File: src/rtl/scr1_imem_cmd_monitor_if.sv
// Handshake bundle for the IMEM command monitor: core-side fetch response in, capture FIFO readout out.
// The rd_tstamp member exists only when SCR1_IMON_TIMESTAMP_EN is defined.
interface scr1_imem_cmd_monitor_if;
   logic [1:0]  imem_resp;
   logic [31:0] imem_rdata;
   logic [31:0] curr_pc;
   logic        rd_valid;
   logic        rd_ready;
   logic [31:0] rd_pc;
   logic [31:0] rd_instr;
   logic [2:0]  rd_ch;
`ifdef SCR1_IMON_TIMESTAMP_EN
   logic [31:0] rd_tstamp;

   modport slave (
      input  imem_resp, imem_rdata, curr_pc, rd_ready,
      output rd_valid, rd_pc, rd_instr, rd_ch, rd_tstamp
   );
   modport master (
      output imem_resp, imem_rdata, curr_pc, rd_ready,
      input  rd_valid, rd_pc, rd_instr, rd_ch, rd_tstamp
   );
`else
   modport slave (
      input  imem_resp, imem_rdata, curr_pc, rd_ready,
      output rd_valid, rd_pc, rd_instr, rd_ch
   );
   modport master (
      output imem_resp, imem_rdata, curr_pc, rd_ready,
      input  rd_valid, rd_pc, rd_instr, rd_ch
   );
`endif
endinterface

File: src/rtl/scr1_imem_cmd_monitor.sv
// Instruction-fetch monitor: mask/match channels, saturating hit counters, capture FIFO with overflow/freeze.
// Optional macro SCR1_IMON_TIMESTAMP_EN adds a cycle-counter timestamp to every captured entry.
module scr1_imem_cmd_monitor #(
   parameter int NUM_CH         = 4,
   parameter int FIFO_DEPTH     = 8,
   parameter int CNT_W          = 16,
   parameter int FREEZE_ON_FULL = 0
) (
   input  logic                     clk,
   input  logic                     rst,
   input  logic                     mon_en,
   input  logic                     mon_clr,
   scr1_imem_cmd_monitor_if.slave   bus,
   input  logic [NUM_CH-1:0]        cfg_ch_en,
   input  logic [NUM_CH*32-1:0]     cfg_mask,
   input  logic [NUM_CH*32-1:0]     cfg_match,
   output logic [NUM_CH*CNT_W-1:0]  hit_cnt,
   output logic                     overflow,
   output logic [CNT_W-1:0]         drop_cnt,
   output logic [1:0]               mon_state
);

   localparam int AW = $clog2(FIFO_DEPTH);
   localparam logic [AW:0]      PTR_ONE = (AW+1)'(1);
   localparam logic [CNT_W-1:0] CNT_ONE = CNT_W'(1);

   typedef enum logic [1:0] {
      ST_IDLE   = 2'b00,
      ST_RUN    = 2'b01,
      ST_FROZEN = 2'b10
   } state_e;

   state_e state_q, state_d;

   logic        s1_vld_q, s1_vld_d;
   logic [31:0] s1_instr_q;
   logic [31:0] s1_pc_q;

   logic [NUM_CH-1:0] hit;
   logic              s2_act;
   logic              any_hit;
   logic [2:0]        hit_idx;

   logic [AW:0] wptr_q, rptr_q;
   logic        empty, full, pop, push_ok, drop;

   logic [31:0] mem_pc    [FIFO_DEPTH];
   logic [31:0] mem_instr [FIFO_DEPTH];
   logic [2:0]  mem_ch    [FIFO_DEPTH];

   logic             overflow_q;
   logic [CNT_W-1:0] drop_cnt_q;

   // Stage 1: register a valid response only while actively monitoring
   assign s1_vld_d = !mon_clr && (state_q == ST_RUN) && (bus.imem_resp == 2'b01);

   always_ff @(posedge clk or posedge rst) begin
      if (rst) begin
         s1_vld_q   <= 1'b0;
         s1_instr_q <= '0;
         s1_pc_q    <= '0;
      end else begin
         s1_vld_q <= s1_vld_d;
         if (s1_vld_d) begin
            s1_instr_q <= bus.imem_rdata;
            s1_pc_q    <= bus.curr_pc;
         end
      end
   end

   // An in-flight entry still completes after RUN->IDLE, but never in FROZEN or under clear
   assign s2_act = s1_vld_q && (state_q != ST_FROZEN) && !mon_clr;

   generate
      for (genvar gi = 0; gi < NUM_CH; gi++) begin : ch_g
         logic [31:0]      mask_w;
         logic [CNT_W-1:0] cnt_q;

         assign mask_w  = cfg_mask[32*gi +: 32];
         assign hit[gi] = s2_act && cfg_ch_en[gi] &&
                          ((s1_instr_q & mask_w) == (cfg_match[32*gi +: 32] & mask_w));

         always_ff @(posedge clk or posedge rst) begin
            if (rst)
               cnt_q <= '0;
            else if (mon_clr)
               cnt_q <= '0;
            else if (hit[gi] && (cnt_q != '1))
               cnt_q <= cnt_q + CNT_ONE;
         end

         assign hit_cnt[gi*CNT_W +: CNT_W] = cnt_q;
      end
   endgenerate

   always_comb begin
      any_hit = 1'b0;
      hit_idx = '0;
      for (int i = NUM_CH - 1; i >= 0; i--) begin
         if (hit[i]) begin
            any_hit = 1'b1;
            hit_idx = 3'(i);
         end
      end
   end

   // Extra pointer MSB distinguishes full from empty
   assign empty   = (wptr_q == rptr_q);
   assign full    = (wptr_q[AW] != rptr_q[AW]) && (wptr_q[AW-1:0] == rptr_q[AW-1:0]);
   assign pop     = !empty && bus.rd_ready;
   assign push_ok = any_hit && (!full || pop);
   assign drop    = any_hit && full && !pop;

   always_ff @(posedge clk or posedge rst) begin
      if (rst) begin
         wptr_q     <= '0;
         rptr_q     <= '0;
         overflow_q <= 1'b0;
         drop_cnt_q <= '0;
      end else if (mon_clr) begin
         wptr_q     <= '0;
         rptr_q     <= '0;
         overflow_q <= 1'b0;
         drop_cnt_q <= '0;
      end else begin
         if (push_ok)
            wptr_q <= wptr_q + PTR_ONE;
         if (pop)
            rptr_q <= rptr_q + PTR_ONE;
         if (drop) begin
            overflow_q <= 1'b1;
            if (drop_cnt_q != '1)
               drop_cnt_q <= drop_cnt_q + CNT_ONE;
         end
      end
   end

   always_ff @(posedge clk) begin
      if (push_ok) begin
         mem_pc[wptr_q[AW-1:0]]    <= s1_pc_q;
         mem_instr[wptr_q[AW-1:0]] <= s1_instr_q;
         mem_ch[wptr_q[AW-1:0]]    <= hit_idx;
      end
   end

   assign bus.rd_valid = !empty;
   assign bus.rd_pc    = empty ? '0 : mem_pc[rptr_q[AW-1:0]];
   assign bus.rd_instr = empty ? '0 : mem_instr[rptr_q[AW-1:0]];
   assign bus.rd_ch    = empty ? '0 : mem_ch[rptr_q[AW-1:0]];

`ifdef SCR1_IMON_TIMESTAMP_EN
   logic [31:0] tstamp_q;
   logic [31:0] s1_ts_q;
   logic [31:0] mem_ts [FIFO_DEPTH];

   always_ff @(posedge clk or posedge rst) begin
      if (rst) begin
         tstamp_q <= '0;
         s1_ts_q  <= '0;
      end else begin
         tstamp_q <= mon_clr ? '0 : tstamp_q + 32'd1;
         if (s1_vld_d)
            s1_ts_q <= tstamp_q;
      end
   end

   always_ff @(posedge clk) begin
      if (push_ok)
         mem_ts[wptr_q[AW-1:0]] <= s1_ts_q;
   end

   assign bus.rd_tstamp = empty ? '0 : mem_ts[rptr_q[AW-1:0]];
`endif

   always_comb begin
      state_d = state_q;
      if (mon_clr) begin
         state_d = ST_IDLE;
      end else begin
         case (state_q)
            ST_IDLE:   if (mon_en) state_d = ST_RUN;
            ST_RUN: begin
               if ((FREEZE_ON_FULL != 0) && drop)
                  state_d = ST_FROZEN;
               else if (!mon_en)
                  state_d = ST_IDLE;
            end
            ST_FROZEN: state_d = ST_FROZEN;
            default:   state_d = ST_IDLE;
         endcase
      end
   end

   always_ff @(posedge clk or posedge rst) begin
      if (rst)
         state_q <= ST_IDLE;
      else
         state_q <= state_d;
   end

   assign overflow  = overflow_q;
   assign drop_cnt  = drop_cnt_q;
   assign mon_state = state_q;

endmodule
File: src/flat_wrapper.sv
// flat-port wrapper written by rule: the top's interface ports become plain ports
module scr1_imem_cmd_monitor_flat 
#(
   parameter int NUM_CH         = 4,
   parameter int FIFO_DEPTH     = 8,
   parameter int CNT_W          = 16,
   parameter int FREEZE_ON_FULL = 0
)
  (clk, rst, mon_en, mon_clr, cfg_ch_en, cfg_mask, cfg_match, hit_cnt, overflow, drop_cnt, mon_state, bus_imem_resp, bus_imem_rdata, bus_curr_pc, bus_rd_ready, bus_rd_valid, bus_rd_pc, bus_rd_instr, bus_rd_ch);
  scr1_imem_cmd_monitor_if bus_i ();
  input  logic clk;
  input  logic rst;
  input  logic mon_en;
  input  logic mon_clr;
  input  logic [NUM_CH-1:0] cfg_ch_en;
  input  logic [NUM_CH*32-1:0] cfg_mask;
  input  logic [NUM_CH*32-1:0] cfg_match;
  output logic [NUM_CH*CNT_W-1:0] hit_cnt;
  output logic overflow;
  output logic [CNT_W-1:0] drop_cnt;
  output logic [1:0] mon_state;
  input wire logic [$bits(bus_i.imem_resp)-1:0] bus_imem_resp;
  input wire logic [$bits(bus_i.imem_rdata)-1:0] bus_imem_rdata;
  input wire logic [$bits(bus_i.curr_pc)-1:0] bus_curr_pc;
  input wire logic [$bits(bus_i.rd_ready)-1:0] bus_rd_ready;
  output wire logic [$bits(bus_i.rd_valid)-1:0] bus_rd_valid;
  output wire logic [$bits(bus_i.rd_pc)-1:0] bus_rd_pc;
  output wire logic [$bits(bus_i.rd_instr)-1:0] bus_rd_instr;
  output wire logic [$bits(bus_i.rd_ch)-1:0] bus_rd_ch;
  assign bus_i.imem_resp = bus_imem_resp;
  assign bus_i.imem_rdata = bus_imem_rdata;
  assign bus_i.curr_pc = bus_curr_pc;
  assign bus_i.rd_ready = bus_rd_ready;
  assign bus_rd_valid = bus_i.rd_valid;
  assign bus_rd_pc = bus_i.rd_pc;
  assign bus_rd_instr = bus_i.rd_instr;
  assign bus_rd_ch = bus_i.rd_ch;
  scr1_imem_cmd_monitor #(.NUM_CH(NUM_CH), .FIFO_DEPTH(FIFO_DEPTH), .CNT_W(CNT_W), .FREEZE_ON_FULL(FREEZE_ON_FULL)) u_core (.clk(clk), .rst(rst), .mon_en(mon_en), .mon_clr(mon_clr), .bus(bus_i), .cfg_ch_en(cfg_ch_en), .cfg_mask(cfg_mask), .cfg_match(cfg_match), .hit_cnt(hit_cnt), .overflow(overflow), .drop_cnt(drop_cnt), .mon_state(mon_state));
endmodule
File: config.mk
export PLATFORM = sky130hd
export DESIGN_NAME = scr1_imem_cmd_monitor_flat
export DESIGN_NICKNAME = d
export VERILOG_FILES = /design/src/rtl/scr1_imem_cmd_monitor_if.sv /design/src/rtl/scr1_imem_cmd_monitor.sv /design/src/flat_wrapper.sv
export SDC_FILE = /design/constraint.sdc
export NUM_CORES = 1
export LEC_CHECK = 0
export BUFFER_PORTS_ARGS = -buffer_cell sky130_fd_sc_hd__buf_4
export CORE_UTILIZATION = 50
export CTS_CLUSTER_DIAMETER = 150
export CTS_CLUSTER_SIZE = 14
export DETAILED_ROUTE_END_ITERATION = 8
export GPL_TIMING_DRIVEN = 0
export PLACE_DENSITY = 0.72
export SLEW_MARGIN = 20
export SYNTH_ARGS = -nofsm -noshare
export SYNTH_HDL_FRONTEND = slang
export SYNTH_SLANG_ARGS = --single-unit
File: constraint.sdc
create_clock -name clk -period 13.9 [get_ports clk]
set_input_delay 2.085 -clock clk [delete_from_list [all_inputs] [get_ports clk]]
set_output_delay 2.085 -clock clk [all_outputs]
set_load 0.02 [all_outputs]
==> results of run 1 <==
placed cells by master (no fill, tap or decap), types with 3 or more instances in the layout:
master / n
mux4_2: 132
nand2_1: 58
buf_16: 3
nor2b_1: 5
dfrtp_1: 156
edfxtp_1: 528
or3_1: 23
and3_1: 11
mux2i_1: 73
and2_1: 3
buf_1: 23
nor2_1: 135
nand4_1: 23
ha_1: 7
clkbuf_16: 55
diode_2: 17
o31ai_1: 10
mux2_2: 66
inv_1: 17
nand3_1: 42
and4_1: 6
xor2_1: 136
nor3b_2: 4
nand2b_1: 4
buf_4: 531
a21oi_1: 39
buf_2: 20
a22oi_1: 61
nor3_1: 27
o21ai_0: 24
o211ai_1: 4
clkbuf_1: 103
buf_6: 10
nor4_1: 6
or4_1: 12
xnor2_1: 37
tightest hold or removal path, delay by kind of cell, from the launching register on:
kind               cells  cell delay, ps
DFF                    1             350
and+or+nand+nor        1              70
AOI/OAI and AO/OA      1              40
area by class of cell:
cell class | count | area [sq um] | area share
Timing Repair Buffer | 545 | 4210 | 0.117
Clock buffer | 96 | 1540 | 0.0428
Antenna cell | 17 | 42.5 | 0.00118
Tap cell | 765 | 957 | 0.0266
Multi-Input combinational cell | 978 | 8940 | 0.248
Buffer | 107 | 430 | 0.0120
Clock inverter | 2 | 28.8 | 0.000800
Inverter | 18 | 75.1 | 0.00209
Sequential cell | 684 | 19800 | 0.549
power by group through the flow:
stage,combinational [mW],clock [mW],sequential (mW)
2_1_floorplan,0.207,0,2.44
3_3_place_gp,0.407,0,2.46
3_5_place_dp,0.410,0,2.48
4_1_cts,0.413,1.47,2.44
5_1_grt,0.435,1.55,2.45
6_report,0.415,1.45,2.44
metal layers:
layer / global-route usage / wire length (um) / up-vias
met2: 0.534 / 47200 / 794
met4: 0.151 / 4690 / 4
li1: - / - / 8106
met3: 0.0509 / 5720 / 176
met1: 0.373 / 33400 / 9576
met5: 0 / 30 / -
sequential cells by signal, indices dropped and copies added, names as in the netlist:
name / count
u_core.ch_g.cnt_q: 64
u_core.drop_cnt: 16
u_core.mem_ch: 16
u_core.mem_instr: 256
u_core.mem_pc: 256
u_core.mon_state: 2
u_core.overflow: 1
u_core.rptr_q: 4
u_core.s1_instr_q: 32
u_core.s1_pc_q: 32
u_core.s1_vld_q: 1
u_core.wptr_q: 4
path summary, 6_finish.rpt:
path / start / endpoint / slack (ps) / cells past startpoint
setup / recovery: mon_clr / u_core.mem_pc[6][6] / 7760 / 13
max in group asynchronous: rst / u_core.s1_pc_q[4] / 11440 / 3
setup reg to reg: u_core.s1_instr_q[30] / u_core.mem_pc[6][6] / 8440 / 13
hold / removal: u_core.overflow / u_core.overflow / 510 / 2
hold reg to reg: u_core.overflow / u_core.overflow / 510 / 2
min in group asynchronous: rst / u_core.ch_g[3].cnt_q[5] / 1550 / 2
cells by family (layout without fill, tap and decap cells):
group | count (synthesis) | in the layout | synth area share
buffers and inverters | 125 | 768 | 0.0171
flip-flops | 684 | 684 | 0.678
AO/OA/AOI/OAI | 157 | 157 | 0.0363
AND/OR/NAND/NOR | 369 | 369 | 0.0614
multiplexers | 271 | 271 | 0.153
other | 1 | 18 | 0.000129
XOR/XNOR | 173 | 173 | 0.0520
adder cells (fa/ha/maj) | 7 | 7 | 0.00300
==> impl_results.html, run 1 <==
<table>
<tr><th>Metric</th><th>Value</th></tr>
<tr><th colspan="2">Pwr</th></tr>
<tr><td>Part of the power in combinational logic</td><td>0.096</td></tr>
<tr><td>Final Power</td><td>4.30 mW</td></tr>
<tr><td>Clock group share of total power</td><td>0.337</td></tr>
<tr><td>Cell-internal power</td><td>3.26 mW</td></tr>
<tr><td>Power dissipated by switching net loads</td><td>1.05 mW</td></tr>
<tr><td>Power density cells</td><td>120 nW/um^2</td></tr>
<tr><td>Switching part of the total</td><td>0.243</td></tr>
<tr><td>Part of the total power dissipated in sequential elements</td><td>0.567</td></tr>
<tr><td>IR drop worst, VDD</td><td>0.000100 V</td></tr>
<tr><td>Leak</td><td>13.2 nW</td></tr>
<tr><th colspan="2">Floorplan</th></tr>
<tr><td>DIE WIDTH</td><td>243 um</td></tr>
<tr><td># IOs</td><td>482</td></tr>
<tr><td>Die extent in y</td><td>243 um</td></tr>
<tr><td>Core area</td><td>57,700 sq um</td></tr>
<tr><td>Row count</td><td>88</td></tr>
<tr><td>Area of the die</td><td>59,300 sq um</td></tr>
<tr><td>Starting Density</td><td>0.505</td></tr>
<tr><th colspan="2">Placed design</th></tr>
<tr><td>DP Wirelength</td><td>68,300 um</td></tr>
<tr><td>Worst setup slack before clock tree synthesis</td><td>7190 ps</td></tr>
<tr><td>Number of placed cells counting well taps</td><td>3,097</td></tr>
<tr><td>Weighted congestion reported at the end of routability-driven placement</td><td>1.00</td></tr>
<tr><td>IO buf count</td><td>480</td></tr>
<tr><td>Placed cell area</td><td>34,400 sq um</td></tr>
<tr><th colspan="2">Clock tree</th></tr>
<tr><td>Number of H-tree branching levels</td><td>2</td></tr>
<tr><td>Clk sink count</td><td>684</td></tr>
<tr><td>Maximum root-to-sink buffer count</td><td>3</td></tr>
<tr><td>Setup fix buffers added after clock tree synthesis</td><td>0</td></tr>
<tr><td>Latest clock arrival within the worst-skew pair</td><td>620 ps</td></tr>
<tr><td>Register clock-pin slew on the reported worst setup and hold paths</td><td>70 ps</td></tr>
<tr><td>Post-CTS sizing</td><td>0</td></tr>
<tr><td>Clock tree from TritonCTS</td><td>yes</td></tr>
<tr><td>Number of buffers added by the clock tree synthesis step</td><td>54</td></tr>
<tr><td>Count of hold-fix buffers inserted at cts</td><td>0</td></tr>
<tr><td>Clk Tree Root Cell</td><td>clkbuf_16</td></tr>
<tr><th colspan="2">STA</th></tr>
<tr><td>Setup repair after global routing missed its margin</td><td>no</td></tr>
<tr><td>Worst slew pin tran</td><td>1110 ps</td></tr>
<tr><td>Total negative slack</td><td>0 ps</td></tr>
<tr><td>Worst slew margin relative to its limit</td><td>0.261</td></tr>
<tr><td>Final Max Tran Viols</td><td>0</td></tr>
<tr><td>Fin crit share</td><td>0.442</td></tr>
<tr><td>Total setup violations reported at the end of the flow</td><td>0</td></tr>
<tr><td>Setup clock skew after layout</td><td>26.3 ps</td></tr>
<tr><td>Final setup margin</td><td>7760 ps</td></tr>
<tr><td>Worst hold slack after final layout</td><td>507 ps</td></tr>
<tr><td>Max Fclk</td><td>0.163 GHz</td></tr>
<tr><td>Min Tclk post-route</td><td>6140 ps</td></tr>
<tr><td>Number of hold-slack violations in the final timing report</td><td>0</td></tr>
<tr><th colspan="2">Global routing</th></tr>
<tr><td>Maximum number of pins on one net before global-route repair</td><td>88</td></tr>
<tr><td>Vias in the first global route</td><td>19.1k</td></tr>
<tr><td>First-pass GRT wire length</td><td>130,000 um</td></tr>
<tr><td>Global-route usage over all layers</td><td>0.308</td></tr>
<tr><td>Antenna violations before repair</td><td>20</td></tr>
<tr><td>Overflow after GRT</td><td>0</td></tr>
<tr><th colspan="2">Critical path</th></tr>
<tr><td>Critical path buffer and inverter count</td><td>5</td></tr>
<tr><td>Data required, critical path</td><td>14,210 ps</td></tr>
<tr><td>Stage delay of the slowest cell on the critical path</td><td>900 ps</td></tr>
<tr><td>Critical path cell sequence</td><td>buf_4 &gt; nand2b_1 &gt; nor2_1 &gt; nand3_1 &gt; nor4_1 &gt; nand2_1 &gt; a31oi_2 &gt; nand2_1 &gt; nor3b_2 &gt; buf_4 &gt; buf_4 &gt; buf_6 &gt; buf_4</td></tr>
<tr><td>Slowest CP cell</td><td>nor4_1</td></tr>
<tr><td>Critical Path Start Type</td><td>input port</td></tr>
<tr><td>Library cell appearing most often on the critical path</td><td>buf_4</td></tr>
<tr><td>Worst setup EP type</td><td>register</td></tr>
<tr><td>Crit-path leading delay family</td><td>simple AND/OR/NAND/NOR gates</td></tr>
<tr><td>Maximum fanout along the worst path</td><td>9</td></tr>
<tr><td>Classification of the worst setup path</td><td>input port to register</td></tr>
<tr><td>Arrival time worst endpoint</td><td>6460 ps</td></tr>
<tr><th colspan="2">Yosys</th></tr>
<tr><td>Number of standard cells after synthesis</td><td>1,787</td></tr>
<tr><td>Count of flip-flops with a built-in enable after synthesis</td><td>528</td></tr>
<tr><td>Syn. warnings</td><td>0</td></tr>
<tr><td>Netlist cell types</td><td>50</td></tr>
<tr><td>Leading post-synthesis cells by instance count</td><td>edfxtp_1, dfrtp_1, nor2_1, xor2_1, mux4_2</td></tr>
<tr><td>Fraction of registers with async set/reset</td><td>0.228</td></tr>
<tr><td>Count of state elements after synthesis</td><td>684</td></tr>
<tr><td>Proportion of synthesized chip area in sequential cells</td><td>0.678</td></tr>
<tr><td>Post-synth net total</td><td>2,125</td></tr>
<tr><td>Most frequently used cell type in the post-synthesis netlist</td><td>edfxtp_1</td></tr>
<tr><td>Mean instance size in the synthesized netlist</td><td>16.3 sq um</td></tr>
<tr><td>Portion of synthesized cell area occupied by the leading cell type</td><td>0.544</td></tr>
<tr><td>Most used flip-flop cell after synthesis</td><td>edfxtp_1</td></tr>
<tr><td>Most area-hungry cell type in the Yosys netlist</td><td>edfxtp_1</td></tr>
<tr><td>Netlist area before placement</td><td>29,200 sq um</td></tr>
<tr><td>Dominant cells by area after synthesis</td><td>edfxtp_1, dfrtp_1, mux4_2, xor2_1, mux2_2</td></tr>
<tr><th colspan="2">Job</th></tr>
<tr><td>Maximum Capacitance Violations</td><td>0</td></tr>
<tr><th colspan="2">Routing</th></tr>
<tr><td>Count of nets left with antenna violations after detail routing</td><td>0</td></tr>
<tr><td>Via-per-instance ratio</td><td>5.81</td></tr>
<tr><td>Detailed Route WL</td><td>91,000 um</td></tr>
<tr><td>DRC Markers</td><td>0</td></tr>
<tr><td>Detailed-router iteration count before antenna repair</td><td>5</td></tr>
<tr><td>Iteration-0 DRC Markers</td><td>1,621</td></tr>
<tr><td>Detail-routed net length per standard cell</td><td>28.3 um</td></tr>
<tr><td>Via count of the routed design</td><td>18.7k</td></tr>
<tr><th colspan="2">Run status</th></tr>
<tr><td>Run status</td><td>completed</td></tr>
<tr><th colspan="2">Finish</th></tr>
<tr><td>Share of post-route cells with drive strength above 1</td><td>0.345</td></tr>
<tr><td>Utilization after layout</td><td>0.624</td></tr>
<tr><td>Area growth from synthesis to final layout</td><td>23.4%</td></tr>
<tr><td># fillers</td><td>4,270</td></tr>
<tr><td>Count of nets after finishing</td><td>2,726</td></tr>
<tr><td>Layout Cell Area excl Fill</td><td>36,000 sq um</td></tr>
<tr><td>Number of standard cells in the layout, taps in and fillers out</td><td>3,212</td></tr>
<tr><th colspan="2">Hold path</th></tr>
<tr><td>Kind of path behind the tightest hold check</td><td>register to register</td></tr>
</table>
(Power assumes the default switching activity.)
==> run 2: changes to the inputs <==
==> constraint.sdc (replaced) <==
create_clock -name clk -period 5.76 [get_ports clk]
set_input_delay 0.864 -clock clk [delete_from_list [all_inputs] [get_ports clk]]
set_output_delay 0.864 -clock clk [all_outputs]
set_load 0.02 [all_outputs]
==> impl_results.html, run 2 (synthesized netlist as in run 1, its figures left out) <==
<table>
<tr><th>Metric</th><th>Value</th></tr>
<tr><th colspan="2">Run status</th></tr>
<tr><td>Run status</td><td>completed (unchanged)</td></tr>
<tr><th colspan="2">Critical path</th></tr>
<tr><td>Critical Path Start Type</td><td>register (was input port)</td></tr>
<tr><td>Arrival time worst endpoint</td><td>5580 ps (was 6460 ps)</td></tr>
<tr><td>Worst setup EP type</td><td>register (unchanged)</td></tr>
<tr><td>Data required, critical path</td><td>6060 ps (was 14,210 ps)</td></tr>
<tr><td>Crit path from</td><td>u_core.s1_instr_q[30] (was mon_clr)</td></tr>
<tr><td>Maximum fanout along the worst path</td><td>9 (unchanged)</td></tr>
<tr><td>Reg-to-reg critical path startpoint</td><td>u_core.s1_instr_q[30] (unchanged)</td></tr>
<tr><td>Classification of the worst setup path</td><td>register to register (was input port to register)</td></tr>
<tr><th colspan="2">Floorplan</th></tr>
<tr><td>DIE WIDTH</td><td>243 um (unchanged)</td></tr>
<tr><td>Core area</td><td>57,700 sq um (unchanged)</td></tr>
<tr><td>Row count</td><td>88 (unchanged)</td></tr>
<tr><td># IOs</td><td>482 (unchanged)</td></tr>
<tr><td>Die extent in y</td><td>243 um (unchanged)</td></tr>
<tr><td>Area of the die</td><td>59,300 sq um (unchanged)</td></tr>
<tr><td>Starting Density</td><td>0.505 (unchanged)</td></tr>
<tr><th colspan="2">Global routing</th></tr>
<tr><td>Antenna violations before repair</td><td>23 (was 20)</td></tr>
<tr><td>First-pass GRT wire length</td><td>128,000 um (was 130,000 um)</td></tr>
<tr><td>Overflow after GRT</td><td>0 (unchanged)</td></tr>
<tr><td>Global-route usage over all layers</td><td>0.301 (was 0.308)</td></tr>
<tr><td>Vias in the first global route</td><td>18.8k (was 19.1k)</td></tr>
<tr><td>Maximum number of pins on one net before global-route repair</td><td>60 (was 88)</td></tr>
<tr><th colspan="2">Placed design</th></tr>
<tr><td>IO buf count</td><td>480 (unchanged)</td></tr>
<tr><td>Number of placed cells counting well taps</td><td>3,089 (was 3,097)</td></tr>
<tr><td>Weighted congestion reported at the end of routability-driven placement</td><td>0.993 (was 1.00)</td></tr>
<tr><td>Worst setup slack before clock tree synthesis</td><td>383 ps (was 7190 ps)</td></tr>
<tr><td>DP Wirelength</td><td>67,500 um (was 68,300 um)</td></tr>
<tr><th colspan="2">Finish</th></tr>
<tr><td>Most common cell after layout, fill and taps aside</td><td>edfxtp_1 (was buf_4)</td></tr>
<tr><td># fillers</td><td>4,379 (was 4,270)</td></tr>
<tr><td>Most frequent cells in the layout</td><td>edfxtp_1, buf_4, dfrtp_1 (was buf_4, edfxtp_1, dfrtp_1)</td></tr>
<tr><td>Utilization after layout</td><td>0.626 (was 0.624)</td></tr>
<tr><td>Count of nets after finishing</td><td>2,718 (was 2,726)</td></tr>
<tr><td>Area growth from synthesis to final layout</td><td>23.9% (was 23.4%)</td></tr>
<tr><td>Share of post-route cells with drive strength above 1</td><td>0.343 (was 0.345)</td></tr>
<tr><td>Number of standard cells in the layout, taps in and fillers out</td><td>3,205 (was 3,212)</td></tr>
<tr><th colspan="2">Clock tree</th></tr>
<tr><td>Clk sink count</td><td>684 (unchanged)</td></tr>
<tr><td>Number of buffers added by the clock tree synthesis step</td><td>54 (unchanged)</td></tr>
<tr><td>Latest clock arrival within the worst-skew pair</td><td>610 ps (was 620 ps)</td></tr>
<tr><td>Clock tree from TritonCTS</td><td>yes (unchanged)</td></tr>
<tr><td>Clk Tree Root Cell</td><td>clkbuf_16 (unchanged)</td></tr>
<tr><td>Maximum root-to-sink buffer count</td><td>3 (unchanged)</td></tr>
<tr><td>Setup fix buffers added after clock tree synthesis</td><td>0 (unchanged)</td></tr>
<tr><td>Post-CTS sizing</td><td>0 (unchanged)</td></tr>
<tr><td>Register clock-pin slew on the reported worst setup and hold paths</td><td>70 ps (about the same)</td></tr>
<tr><td>Number of H-tree branching levels</td><td>2 (unchanged)</td></tr>
<tr><td>Count of hold-fix buffers inserted at cts</td><td>0 (unchanged)</td></tr>
<tr><th colspan="2">Routing</th></tr>
<tr><td>Detailed-router iteration count before antenna repair</td><td>5 (unchanged)</td></tr>
<tr><td>DRC Markers</td><td>0 (unchanged)</td></tr>
<tr><td>Detail-routed net length per standard cell</td><td>27.8 um (was 28.3 um)</td></tr>
<tr><td>Detailed Route WL</td><td>89,100 um (was 91,000 um)</td></tr>
<tr><td>Via count of the routed design</td><td>18.4k (was 18.7k)</td></tr>
<tr><td>Iteration-0 DRC Markers</td><td>1,520 (was 1,621)</td></tr>
<tr><td>Count of nets left with antenna violations after detail routing</td><td>0 (unchanged)</td></tr>
<tr><td>Via-per-instance ratio</td><td>5.75 (was 5.81)</td></tr>
<tr><th colspan="2">Pwr</th></tr>
<tr><td>Leak</td><td>13.1 nW (was 13.2 nW)</td></tr>
<tr><td>Power density cells</td><td>286 nW/um^2 (was 120 nW/um^2)</td></tr>
<tr><td>IR drop worst, VDD</td><td>0.000210 V (was 0.000100 V)</td></tr>
<tr><th colspan="2">Hold path</th></tr>
<tr><td>Kind of path behind the tightest hold check</td><td>input port to async pin (was register to register)</td></tr>
<tr><th colspan="2">STA</th></tr>
<tr><td>Final setup margin</td><td>477 ps (was 7760 ps)</td></tr>
<tr><td>Setup repair after global routing missed its margin</td><td>no (unchanged)</td></tr>
<tr><td>Number of hold-slack violations in the final timing report</td><td>0 (unchanged)</td></tr>
<tr><td>Fin crit share</td><td>0.917</td></tr>
<tr><td>Total negative slack</td><td>0 ps (unchanged)</td></tr>
<tr><td>Max Fclk</td><td>0.189 GHz</td></tr>
<tr><td>Worst slew margin relative to its limit</td><td>0.260 (was 0.261)</td></tr>
<tr><td>Setup clock skew after layout</td><td>30.2 ps (was 26.3 ps)</td></tr>
<tr><td>Min Tclk post-route</td><td>5280 ps</td></tr>
<tr><td>Total setup violations reported at the end of the flow</td><td>0 (unchanged)</td></tr>
<tr><td>Final Max Tran Viols</td><td>0 (unchanged)</td></tr>
<tr><td>Worst hold slack after final layout</td><td>293 ps (was 507 ps)</td></tr>
<tr><td>Worst slew pin tran</td><td>1100 ps (was 1110 ps)</td></tr>
<tr><th colspan="2">Job</th></tr>
<tr><td>Maximum Capacitance Violations</td><td>0 (unchanged)</td></tr>
</table>
run 2: routing by layer:
metal	global-route usage	vias to the layer above	routed length, um
li1	-	8073	-
met1	0.366	9429	33200
met2	0.521	740	45700
met3	0.0534	184	5530
met4	0.144	8	4650
met5	0	-	56
run 2: final timing paths:
path,to,slack [ps],cells after the start
setup / recovery,u_core.mem_pc[6][2],480,13
hold / removal,u_core.mon_state[0],290,2
setup reg to reg,u_core.mem_pc[6][2],480,13
hold reg to reg,u_core.overflow,500,2
max in group asynchronous,u_core.s1_instr_q[19],4460,4
min in group clk,u_core.s1_instr_q[7],480,2
run 2: area by class of cell:
type,instances,area (sq um),area share
flip-flops and latches,684,19800,0.547
repair buffers,537,4340,0.120
clock buffers,98,1550,0.0428
inverters,18,75.1,0.00208
plain buffers,107,430,0.0119
clock inverters,1,8.76,0.000242
well taps,765,957,0.0265
diodes,17,42.5,0.00118
multi-input cells,978,8960,0.248
run 2: critical path, cell delays in order (launching register included):
cell,delay (ps)
dfrtp_1,480
clkbuf_1,550
xor2_1,170
a22oi_1,620
nand4_1,370
nor4_4,390
a22oi_2,210
a31oi_2,500
nand2_1,230
nor3b_2,700
buf_6,250
buf_4,200
buf_6,170
buf_6,150
run 2: through the flow:
stage	power, mW	area [sq um]
global route	10.6	36100
global placement	6.92	33700
floorplan	6.38	29200
finish	10.3	36100
CTS	10.4	36100
detailed placement	6.97	34500
run 2: report_power, final:
part	internal [mW]	leakage [nW]	total (mW)	switching [mW]
registers	5.64	6.81	5.88	0.244
logic	0.420	5.59	0.992	0.573
clock network	1.80	0.739	3.46	1.66
total	7.86	13.1	10.3	2.47
